===== src/rtl/cd_pkg.sv =====
// Shared definitions for the cd receive/transmit datapath blocks.
// Holds the statistics counter width and its saturating increment helper.
package cd_pkg;

   localparam int CD_CNT_W = 8;

   // Statistics counters stick at all-ones instead of wrapping back to zero.
   function automatic logic [CD_CNT_W-1:0] cd_sat_inc(input logic [CD_CNT_W-1:0] v);
      return (v == '1) ? v : v + CD_CNT_W'(1);
   endfunction

endpackage


===== src/rtl/cd_rx_page_ctrl.sv =====
// Receive page manager: a ring of rx RAM pages shared by the byte assembler (writer)
// and the host (reader), plus lost-frame and error statistics.
module cd_rx_page_ctrl
   import cd_pkg::*;
#(
   parameter int N_PAGES = 4,
   localparam int PTR_W  = $clog2(N_PAGES)
) (
   input  logic                i_clk,
   input  logic                i_reset,
   input  logic                i_rx_en,
   input  logic                i_rx_switch,
   input  logic                i_rx_error,
   output logic [PTR_W-1:0]    o_wr_page,
   output logic [PTR_W-1:0]    o_rd_page,
   output logic                o_rd_valid,
   input  logic                i_rd_release,
   input  logic                i_rx_clear,
   output logic [PTR_W:0]      o_pend_cnt,
   output logic                o_lost_flag,
   output logic [CD_CNT_W-1:0] o_lost_cnt,
   output logic [CD_CNT_W-1:0] o_err_cnt,
   input  logic                i_cnt_clr
);

   localparam logic [PTR_W:0] FULL_CNT = (PTR_W+1)'(N_PAGES - 1);

   logic [PTR_W-1:0]    r_wr_ptr;
   logic [PTR_W-1:0]    r_rd_ptr;
   logic [PTR_W:0]      r_pend_cnt;
   logic                r_rd_valid;
   logic                r_lost_flag;
   logic [CD_CNT_W-1:0] r_lost_cnt;
   logic [CD_CNT_W-1:0] r_err_cnt;

   logic                w_commit;
   logic                w_lost;
   logic [PTR_W-1:0]    w_wr_nxt;
   logic [PTR_W-1:0]    w_rd_nxt;
   logic [PTR_W:0]      w_pend_nxt;

   assign w_commit = i_rx_en & i_rx_switch;

   // Clear, then release, then commit; the commit sees the queue left by the first two,
   // so a release or clear in the same cycle frees room for an otherwise-lost frame.
   always_comb begin
      w_wr_nxt   = r_wr_ptr;
      w_rd_nxt   = r_rd_ptr;
      w_pend_nxt = r_pend_cnt;
      w_lost     = 1'b0;
      if (i_rx_clear) begin
         w_rd_nxt   = r_wr_ptr;
         w_pend_nxt = '0;
      end else if (i_rd_release && (r_pend_cnt != '0)) begin
         w_rd_nxt   = r_rd_ptr + PTR_W'(1);
         w_pend_nxt = r_pend_cnt - (PTR_W+1)'(1);
      end
      if (w_commit) begin
         if (w_pend_nxt == FULL_CNT) begin
            w_lost = 1'b1;
         end else begin
            w_wr_nxt   = r_wr_ptr + PTR_W'(1);
            w_pend_nxt = w_pend_nxt + (PTR_W+1)'(1);
         end
      end
   end

   always_ff @(posedge i_clk) begin
      if (i_reset) begin
         r_wr_ptr   <= '0;
         r_rd_ptr   <= '0;
         r_pend_cnt <= '0;
         r_rd_valid <= 1'b0;
      end else begin
         r_wr_ptr   <= w_wr_nxt;
         r_rd_ptr   <= w_rd_nxt;
         r_pend_cnt <= w_pend_nxt;
         r_rd_valid <= (w_pend_nxt != '0);
      end
   end

   // A counter clear wins over any increment arriving in the same cycle.
   always_ff @(posedge i_clk) begin
      if (i_reset || i_cnt_clr) begin
         r_lost_flag <= 1'b0;
         r_lost_cnt  <= '0;
         r_err_cnt   <= '0;
      end else begin
         if (w_lost) begin
            r_lost_flag <= 1'b1;
            r_lost_cnt  <= cd_sat_inc(r_lost_cnt);
         end
         if (i_rx_error) begin
            r_err_cnt <= cd_sat_inc(r_err_cnt);
         end
      end
   end

   assign o_wr_page   = r_wr_ptr;
   assign o_rd_page   = r_rd_ptr;
   assign o_rd_valid  = r_rd_valid;
   assign o_pend_cnt  = r_pend_cnt;
   assign o_lost_flag = r_lost_flag;
   assign o_lost_cnt  = r_lost_cnt;
   assign o_err_cnt   = r_err_cnt;

endmodule

===== config.mk =====
export PLATFORM = sky130hd
export DESIGN_NAME = cd_rx_page_ctrl
export DESIGN_NICKNAME = d
export VERILOG_FILES = /design/src/rtl/cd_pkg.sv /design/src/rtl/cd_rx_page_ctrl.sv
export SDC_FILE = /design/constraint.sdc
export NUM_CORES = 1
export LEC_CHECK = 0
export BUFFER_PORTS_ARGS = -buffer_cell sky130_fd_sc_hd__buf_2
export CAP_MARGIN = 10
export CORE_UTILIZATION = 55
export CTS_CLUSTER_SIZE = 12
export DETAILED_ROUTE_END_ITERATION = 6
export GPL_TIMING_DRIVEN = 1
export PLACE_DENSITY_LB_ADDON = 0.15
export SKIP_LAST_GASP = 1
export SYNTH_ARGS = -nofsm -noshare
export SYNTH_HDL_FRONTEND = slang
export SYNTH_SLANG_ARGS = --single-unit
export TNS_END_PERCENT = 5

===== constraint.sdc =====
create_clock -name i_clk -period 4.96 [get_ports i_clk]
set_clock_uncertainty 0.15 [all_clocks]
set_input_delay 0.496 -clock i_clk [delete_from_list [all_inputs] [get_ports i_clk]]
set_output_delay 0.496 -clock i_clk [all_outputs]
set_load 0.02 [all_outputs]

; Word level (Yosys, flattened, before mapping)
; Index checks and enable logic that the tools add are counted.
; W data, S select, Z words.
[word_totals]
out_inout_bits = 25
input_bits = 8
word_cells = 36
reg_bits = 25
[classes]
n_addsub = 6
n_bitwise = 4
reduce_logical = 8
muxes = 8
eq_ne = 3
[op_table]
columns = operator, count
row1 = $add A8 B1 Y8 const B, 2
row2 = $eq A8 B8 Y1 const B, 2
row3 = $mux W3, 4
row4 = $reduce_and A2 Y1, 3
row5 = $reduce_bool A3 Y1, 2
row6 = $add A2 B1 Y2 const B, 2
row7 = $mux W2, 2
row8 = $add A3 B1 Y3 const B, 1
row9 = $eq A3 B2 Y1 const B, 1
row10 = $not A1 Y1, 3
row11 = $sub A3 B1 Y3 const B, 1
row12 = $mux W1, 2
row13 = $reduce_bool A2 Y1, 1
row14 = $and A1 B1 Y1, 1
row15 = $logic_and A1 B1 Y1, 1
row16 = $logic_or A1 B1 Y1, 1

; Logic depth before layout (Yosys ltp)
; Gate-level depths: netlist of run 1.
[logic_depth]
depth_word = 8
depth_mapped = 12
depth_no_buf = 11

; Least setup slack after synthesis of run 1
; No wires, ideal clock.
[synth_timing]
path_kind = reg-to-reg
startpoint = register r_pend_cnt[0] (netlist: o_pend_cnt[0])
endpoint = register r_wr_ptr[1] (netlist: o_wr_page[1])
path_slack_ps = 2317
setup_time_ps = 70
required_ps = 4740
arrival_ps = 2423
n_path_buf = 2
period_less_slack_ps = 2643
path_stages_with_launch = 13
cell_sequence = dfxtp_1 inv_1 ha_1 nand2b_1 and2_1 clkbuf_1 mux2i_1 inv_2 ha_1 a21o_1 buf_2 or3_1 a21oi_1
[synth_between]
elab_chain_cells = 7
word_cells_on_any_way = 8
classes_between = add/sub (1) / eq/ne (1) / mux (2) / bitwise (1) / reduce/logical (3)
[synth_rtl]
columns = item, line
row1 = from (decl), cd_rx_page_ctrl.sv:30  ; logic [PTR_W:0] r_pend_cnt;
row2 = from (signal assigned), cd_rx_page_ctrl.sv:77  ; r_pend_cnt <= w_pend_nxt;
row3 = branches (longest 2 deep; another with $sub A3 B1 Y3), -
row4 = $mux W3 *, cd_rx_page_ctrl.sv:54  ; end else if (i_rd_release && (r_pend_cnt != '0)) begin
row5 = $mux W3 *, cd_rx_page_ctrl.sv:51  ; if (i_rx_clear) begin
row6 = $eq A3 B2 Y1 *, cd_rx_page_ctrl.sv:59  ; if (w_pend_nxt == FULL_CNT) begin
row7 = $not A1 Y1 (no source line) *, -
row8 = $reduce_and A2 Y1 (no source line) *, -
row9 = to (signal assigned), cd_rx_page_ctrl.sv:75  ; r_wr_ptr <= w_wr_nxt;
row10 = to (decl), cd_rx_page_ctrl.sv:28  ; logic [PTR_W-1:0] r_wr_ptr;
; Mark *: on every way between the ends.
; A chain may end at the register's enable or synchronous reset.

; Final worst setup path of run 1
[layout_timing]
startpoint = register r_pend_cnt[0] (netlist: o_pend_cnt[0])
endpoint = register r_lost_cnt[3] (netlist: o_lost_cnt[3])
[layout_between]
elab_chain_cells = 8
word_cells_on_any_way = 9
classes_between = add/sub (1) / eq/ne (1) / mux (4) / reduce/logical (3)
[layout_rtl]
columns = item, line
row1 = branches (longest 2 deep; another with $sub A3 B1 Y3), -
row2 = $mux W3 *, cd_rx_page_ctrl.sv:54
row3 = $mux W3 *, cd_rx_page_ctrl.sv:51
row4 = $eq A3 B2 Y1 *, cd_rx_page_ctrl.sv:59
row5 = $mux W1 *, cd_rx_page_ctrl.sv:59
row6 = $mux W1 *, cd_rx_page_ctrl.sv:58  ; if (w_commit) begin
row7 = $reduce_and A2 Y1 (no source line) *, -
row8 = to (signal assigned), cd_rx_page_ctrl.sv:91  ; r_lost_cnt <= cd_sat_inc(r_lost_cnt);
row9 = to (decl), cd_rx_page_ctrl.sv:33  ; logic [CD_CNT_W-1:0] r_lost_cnt;
; Marks and branches as above.

==> impl_metrics.env, run 1 <==
export IMPL_grt_ovfl_total=0
export IMPL_arrival_ns=2.72
export IMPL_portBuffers=32
export IMPL_cts_max_path_buffers=2
export IMPL_clock_sinks=25
export IMPL_synth_edf_count=0
export IMPL_fin_util=0.7106
export IMPL_clk_transition_reported_paths_ns=0.13
export IMPL_period_needed_ns=2.597
export IMPL_crit_fanout=6
export IMPL_drv_slew=0
export IMPL_crit_type="register to register"
export IMPL_dr_pass1_iters=4
export IMPL_hold_ws_ns=0.3126
export IMPL_grt_max_degree=15
export IMPL_ys_seq_area_frac=0.3956
export IMPL_hpwl_um=2052
export IMPL_cap_violations=0
export IMPL_final_cells=203
export IMPL_synth_area_um2=1265
export IMPL_fp_coreArea_um2=2062
export IMPL_dpl_cell_area_um2=1439
export IMPL_placed_cells=199
export IMPL_cts_hold_buf=0
export IMPL_die_y_um=49.96
export IMPL_hp_class="primary input to register"
export IMPL_post_cts_setup_buffer_count=0
export IMPL_ys_seq_elements=25
export IMPL_finalCritPeriodShare=0.5235
export IMPL_area_delta_synth_final_pct=15.83
export IMPL_required_ns=5.08
export IMPL_max_vdd_ir_drop_v=0.0002013
export IMPL_vias_per_cell=5.567
export IMPL_synthCells=145
export IMPL_clockPowerShare=0.255
export IMPL_synth_cell_type_count=42
export IMPL_cts_max_level=1
export IMPL_vias=1130
export IMPL_syn_nets=158
export IMPL_drcViolationCount=0
export IMPL_grt_pass1_vias=1007
export IMPL_wl_per_cell_um=13.19
export IMPL_timing_slew_headroom=0.4835
export IMPL_post_cts_resized=0
export IMPL_first_iter_violations=20
export IMPL_root_buffer="clkbuf_4"
export IMPL_setup_ws_ns=2.364
export IMPL_final_common_cell="buf_2"
export IMPL_wirelength_um=2677
export IMPL_status="finished, final reports clean"
export IMPL_swShare=0.2672
export IMPL_cellLeakagePower_nw=0.6625
export IMPL_grt_pass1_wl_um=4374
export IMPL_async_flop_share=0
export IMPL_post_route_cells_drive_above_1_share=0.2273
export IMPL_place_ws_ns=2.373
export IMPL_syn_area_per_cell_um2=8.724
export IMPL_fin_nets=190
export IMPL_crit_path_end_kind="register"
export IMPL_grt_setup_unrepaired="no"
export IMPL_die_area_um2=2496
export IMPL_track_usage=0.2290
export IMPL_power_share_combinational=0.148
export IMPL_fmax_mhz=385.1
export IMPL_p_per_area_nw_per_um2=239.6
export IMPL_antenna_cells=0
export IMPL_finalPower_mw=0.3511
export IMPL_fin_area_um2=1465
export IMPL_layout_common_cells="buf_2 (32), dfxtp_1 (25), nor2_1 (23)"
export IMPL_multiInputGateArea_um2=718.2
export IMPL_clk_latency_ns=0.31
export IMPL_start_util=0.6135
export IMPL_power_internal_mw=0.2573
export IMPL_antenna_found_initial=0
export IMPL_p_switching_mw=0.09382
export IMPL_die_width_um=49.96
export IMPL_io_pins=33
export IMPL_finalSetupTns_ns=0
export IMPL_worstMarginPinSlew_ns=0.7747
export IMPL_gp_congestion=0.9003
export IMPL_std_cell_rows=16
export IMPL_detail_route_antenna_nets=0
export IMPL_cts_tree="yes"
export IMPL_cts_buffers=3
export IMPL_nFillCells=180
export IMPL_seq_area_um2=500.5
export IMPL_hold_violations=0
export IMPL_synth_ff_type="dfxtp_1"
export IMPL_p_seq_frac=0.598
export IMPL_setup_viol=0
export IMPL_ys_warn_count=0
export IMPL_start_kind="register"
-- cells in the mapped netlist (3+ instances only) --
cell	number	area share
nand2_1	9	0.027
clkbuf_1	4	0.012
o21ai_0	3	0.012
nand4_1	5	0.025
dfxtp_1	25	0.40
a211oi_1	3	0.018
ha_1	5	0.049
xor2_1	6	0.042
and3_1	4	0.020
a21oi_1	3	0.012
mux2i_1	5	0.040
nand3_1	5	0.020
xnor2_1	6	0.042
nor2_1	23	0.068
inv_1	5	0.015
-- final timing paths --
kind | start | cells after the start | end | slack (ns)
setup / recovery | o_pend_cnt[0]$_SDFF_PP0_ | 10 | o_lost_cnt[3]$_SDFFE_PP0P_ | 2.36
hold / removal | i_rx_clear | 2 | o_rd_page[0]$_SDFFE_PP0P_ | 0.31
hold reg to reg | o_err_cnt[6]$_SDFFE_PP0P_ | 2 | o_err_cnt[6]$_SDFFE_PP0P_ | 0.34
setup reg to reg | o_pend_cnt[0]$_SDFF_PP0_ | 10 | o_lost_cnt[3]$_SDFFE_PP0P_ | 2.36
-- metal layers --
metal | global-route usage | wire length, um
met5 | 0 | 0
met4 | 0.06667 | 10
met3 | 0.04938 | 122
met2 | 0.4077 | 1322
met1 | 0.2719 | 1220
-- worst max-delay path: stages, from the launching register on --
cell      delay [ns]
dfxtp_1         0.34
inv_1           0.11
ha_1            0.17
nand2b_1        0.07
and2_1          0.23
a211oi_2        0.32
ha_1            0.21
nand3_1         0.18
nand2b_1        0.22
or4_1           0.48
nand2_1         0.08
-- cells by family (layout without fill, tap and decap cells) --
| logic type | Yosys count | after routing | synth area share |
|---|---|---|---|
| simple gates | 63 | 63 | 0.2601 |
| flops | 25 | 25 | 0.3956 |
| compound gates | 23 | 23 | 0.1355 |
| xor+xnor | 12 | 12 | 0.08309 |
| buf+inv | 12 | 43 | 0.03659 |
| fa+ha+maj | 5 | 5 | 0.04946 |
| mux | 5 | 5 | 0.03957 |
-- final cells by class --
class | count | share of cell area
multi-input cells | 108 | 0.4902
flip-flops and latches | 25 | 0.3416
repair buffers | 32 | 0.1093
well taps | 27 | 0.02306
clock buffers | 4 | 0.01793
inverters | 7 | 0.01793
-- flip-flops by register name (all words and copies together) (netlist names) --
| signal | cells |
|---|---|
| o_pend_cnt | 3 |
| o_lost_cnt | 8 |
| o_err_cnt | 8 |
| o_rd_valid | 1 |
| o_lost_flag | 1 |
| o_wr_page | 2 |
| o_rd_page | 2 |
-- power groups by stage --
stage	clock network (mW)	registers (mW)	logic [mW]
finish	0.0894	0.210	0.0518
detailed placement	0	0.214	0.0518
global route	0.100	0.211	0.0570
global placement	0	0.214	0.0488
CTS	0.0922	0.210	0.0520
floorplan	0	0.221	0.0301
Note: power is estimated with default switching activity, not from simulation.
==> inputs of run 2 (changes only) <==
--- a/config.mk
+++ b/config.mk
@@ -7,7 +7,7 @@
 export LEC_CHECK = 0
 export BUFFER_PORTS_ARGS = -buffer_cell sky130_fd_sc_hd__buf_2
 export CAP_MARGIN = 10
-export CORE_UTILIZATION = 55
+export CORE_UTILIZATION = 51
 export CTS_CLUSTER_SIZE = 12
 export DETAILED_ROUTE_END_ITERATION = 6
 export GPL_TIMING_DRIVEN = 1
==> constraint.sdc (replaced) <==
create_clock -name i_clk -period 2.7 [get_ports i_clk]
set_clock_uncertainty 0.15 [all_clocks]
set_input_delay 0.27 -clock i_clk [delete_from_list [all_inputs] [get_ports i_clk]]
set_output_delay 0.27 -clock i_clk [all_outputs]
set_load 0.02 [all_outputs]
==> impl_metrics.env, run 2 (synthesis results as in run 1) <==
export IMPL_crit_path_end_kind="register"
export IMPL_r2r_setup_slack_ns=0.13
export IMPL_p_per_area_nw_per_um2=437.2
export IMPL_fin_util=0.6487
export IMPL_area_delta_synth_final_pct=16.72
export IMPL_die_area_um2=2683
export IMPL_portBuffers=32
export IMPL_finalPower_mw=0.6456
export IMPL_hold_ws_ns=0.07010
export IMPL_period_needed_ns=2.569
export IMPL_io_pins=33
export IMPL_cts_tree="yes"
export IMPL_critical_path_top_delay_family="simple AND/OR/NAND/NOR gates"
export IMPL_worstMarginPinSlew_ns=0.3770
export IMPL_crit_fanout=7
export IMPL_clk_latency_ns=0.31
export IMPL_start_kind="register"
export IMPL_setup_ws_ns=0.1309
export IMPL_crit_chain="inv_1 -> ha_1 -> nand2b_1 -> and2_1 -> mux2i_1 -> inv_2 -> ha_1 -> a21o_1 -> or3_1 -> a21oi_1"
export IMPL_grt_pass1_vias=1057
export IMPL_post_route_cells_drive_above_1_share=0.2373
export IMPL_drv_slew=0
export IMPL_final_common_cell="buf_2"
export IMPL_start_util=0.5558
export IMPL_layout_common_cells="buf_2 (32), dfxtp_1 (25), nor2_1 (22)"
export IMPL_grt_pass1_wl_um=4381
export IMPL_clk_transition_reported_paths_ns=0.14
export IMPL_path_buf_inv=2
export IMPL_crit_slowest_cell="mux2i_1"
export IMPL_vias_per_cell=5.702
export IMPL_first_iter_violations=23
export IMPL_antenna_cells=0
export IMPL_timing_slew_headroom=0.7415
export IMPL_drcViolationCount=0
export IMPL_dpl_cell_area_um2=1448
export IMPL_grt_setup_unrepaired="yes"
export IMPL_grtUsageMet3=0.02632
export IMPL_status="finished, final reports clean"
export IMPL_cts_buffers=3
export IMPL_cp_common_cell="ha_1"
export IMPL_fin_area_um2=1476
export IMPL_reg2reg_depth=10
export IMPL_hpwl_um=2059
export IMPL_die_width_um=51.80
export IMPL_hold_end="o_wr_page[1]$_SDFFE_PP0P_"
export IMPL_vias=1169
export IMPL_fmax_mhz=389.2
export IMPL_gp_congestion=0.8123
export IMPL_post_cts_setup_buffer_count=0
export IMPL_min_from="i_reset"
export IMPL_wl_per_cell_um=12.93
export IMPL_dr_pass1_iters=4
export IMPL_die_y_um=51.80
export IMPL_r2r_start="o_pend_cnt[0]$_SDFF_PP0_"
export IMPL_use_met2=0.3918
export IMPL_cap_violations=0
export IMPL_hold_depth=2
export IMPL_std_cell_rows=17
export IMPL_track_usage=0.2127
export IMPL_grtUsageMet1=0.2581
export IMPL_arrival_ns=2.68
export IMPL_max_vdd_ir_drop_v=0.0003151
export IMPL_cts_max_level=1
export IMPL_root_buffer="clkbuf_4"
export IMPL_grt_busiest_layer="met2"
export IMPL_antenna_found_initial=0
export IMPL_finalCritPeriodShare=0.9515
export IMPL_grt_ovfl_total=0
export IMPL_crit_start="o_pend_cnt[0]$_SDFF_PP0_"
export IMPL_grt_max_degree=15
export IMPL_setup_viol=0
export IMPL_r2r_end="o_wr_page[1]$_SDFFE_PP0P_"
export IMPL_crit_type="register to register"
export IMPL_detail_route_antenna_nets=0
export IMPL_cp_slowest_stage_delay_ns=0.41
export IMPL_place_ws_ns=0.1783
export IMPL_hp_class="primary input to register"
export IMPL_cellLeakagePower_nw=0.6664
export IMPL_cts_max_path_buffers=2
export IMPL_hold_violations=0
export IMPL_wirelength_um=2651
export IMPL_clock_sinks=25
export IMPL_fp_coreArea_um2=2276
export IMPL_fin_nets=191
export IMPL_required_ns=2.81
[run 2: changes by cell type in the layout (fill, tap and decap cells not counted), sizes merged]
cell / change
buf: +1
[run 2: power by group]
| group | internal [mW] | total (mW) | switching (mW) | leakage (nW) |
|---|---|---|---|---|
| Combinational | 0.0369 | 0.0953 | 0.0584 | 0.449 |
| Sequential | 0.379 | 0.385 | 0.00584 | 0.203 |
| Clock | 0.0576 | 0.166 | 0.108 | 0.0150 |
| Total | 0.473 | 0.646 | 0.172 | 0.666 |
[run 2: metrics by stage]
step	instances	setup TNS [ns]
after floorplan	145	0
after global placement	201	0
after detailed placement	201	0
after CTS	205	0
after global routing	205	-0.1250
final	205	0
[run 2: how the worst max path moves through the flow]
stage                     slack (ns)                          to  cells past startpoint
after global routing           -0.06  o_lost_cnt[3]$_SDFFE_PP0P_                     11
after CTS                       0.12   o_wr_page[1]$_SDFFE_PP0P_                     10
final                           0.13   o_wr_page[1]$_SDFFE_PP0P_                     10
after detailed placement        0.18   o_wr_page[1]$_SDFFE_PP0P_                     10
after global placement          0.28  o_lost_cnt[3]$_SDFFE_PP0P_                     10
after floorplan                 0.06   o_wr_page[1]$_SDFFE_PP0P_                     12
[run 2: routing by layer]
metal	up-vias	routed length (um)
met3	5	113
met5	-	0
li1	576	-
met1	546	1192
met2	42	1321
met4	0	24
[run 2: layout make-up]
type	count	area (um^2)
Sequential cell	25	500.5
Tap cell	28	35.03
Clock buffer	4	26.28
Fill cell	210	799.5
Multi-Input combinational cell	108	720.7
Inverter	7	26.28
Timing Repair Buffer	33	167.7
[run 2: timing repair]
action | CTS | global route
hold buffers | 0 | 0
resized for setup | 0 | 1
endpoints found under the setup margin | 0 | 5
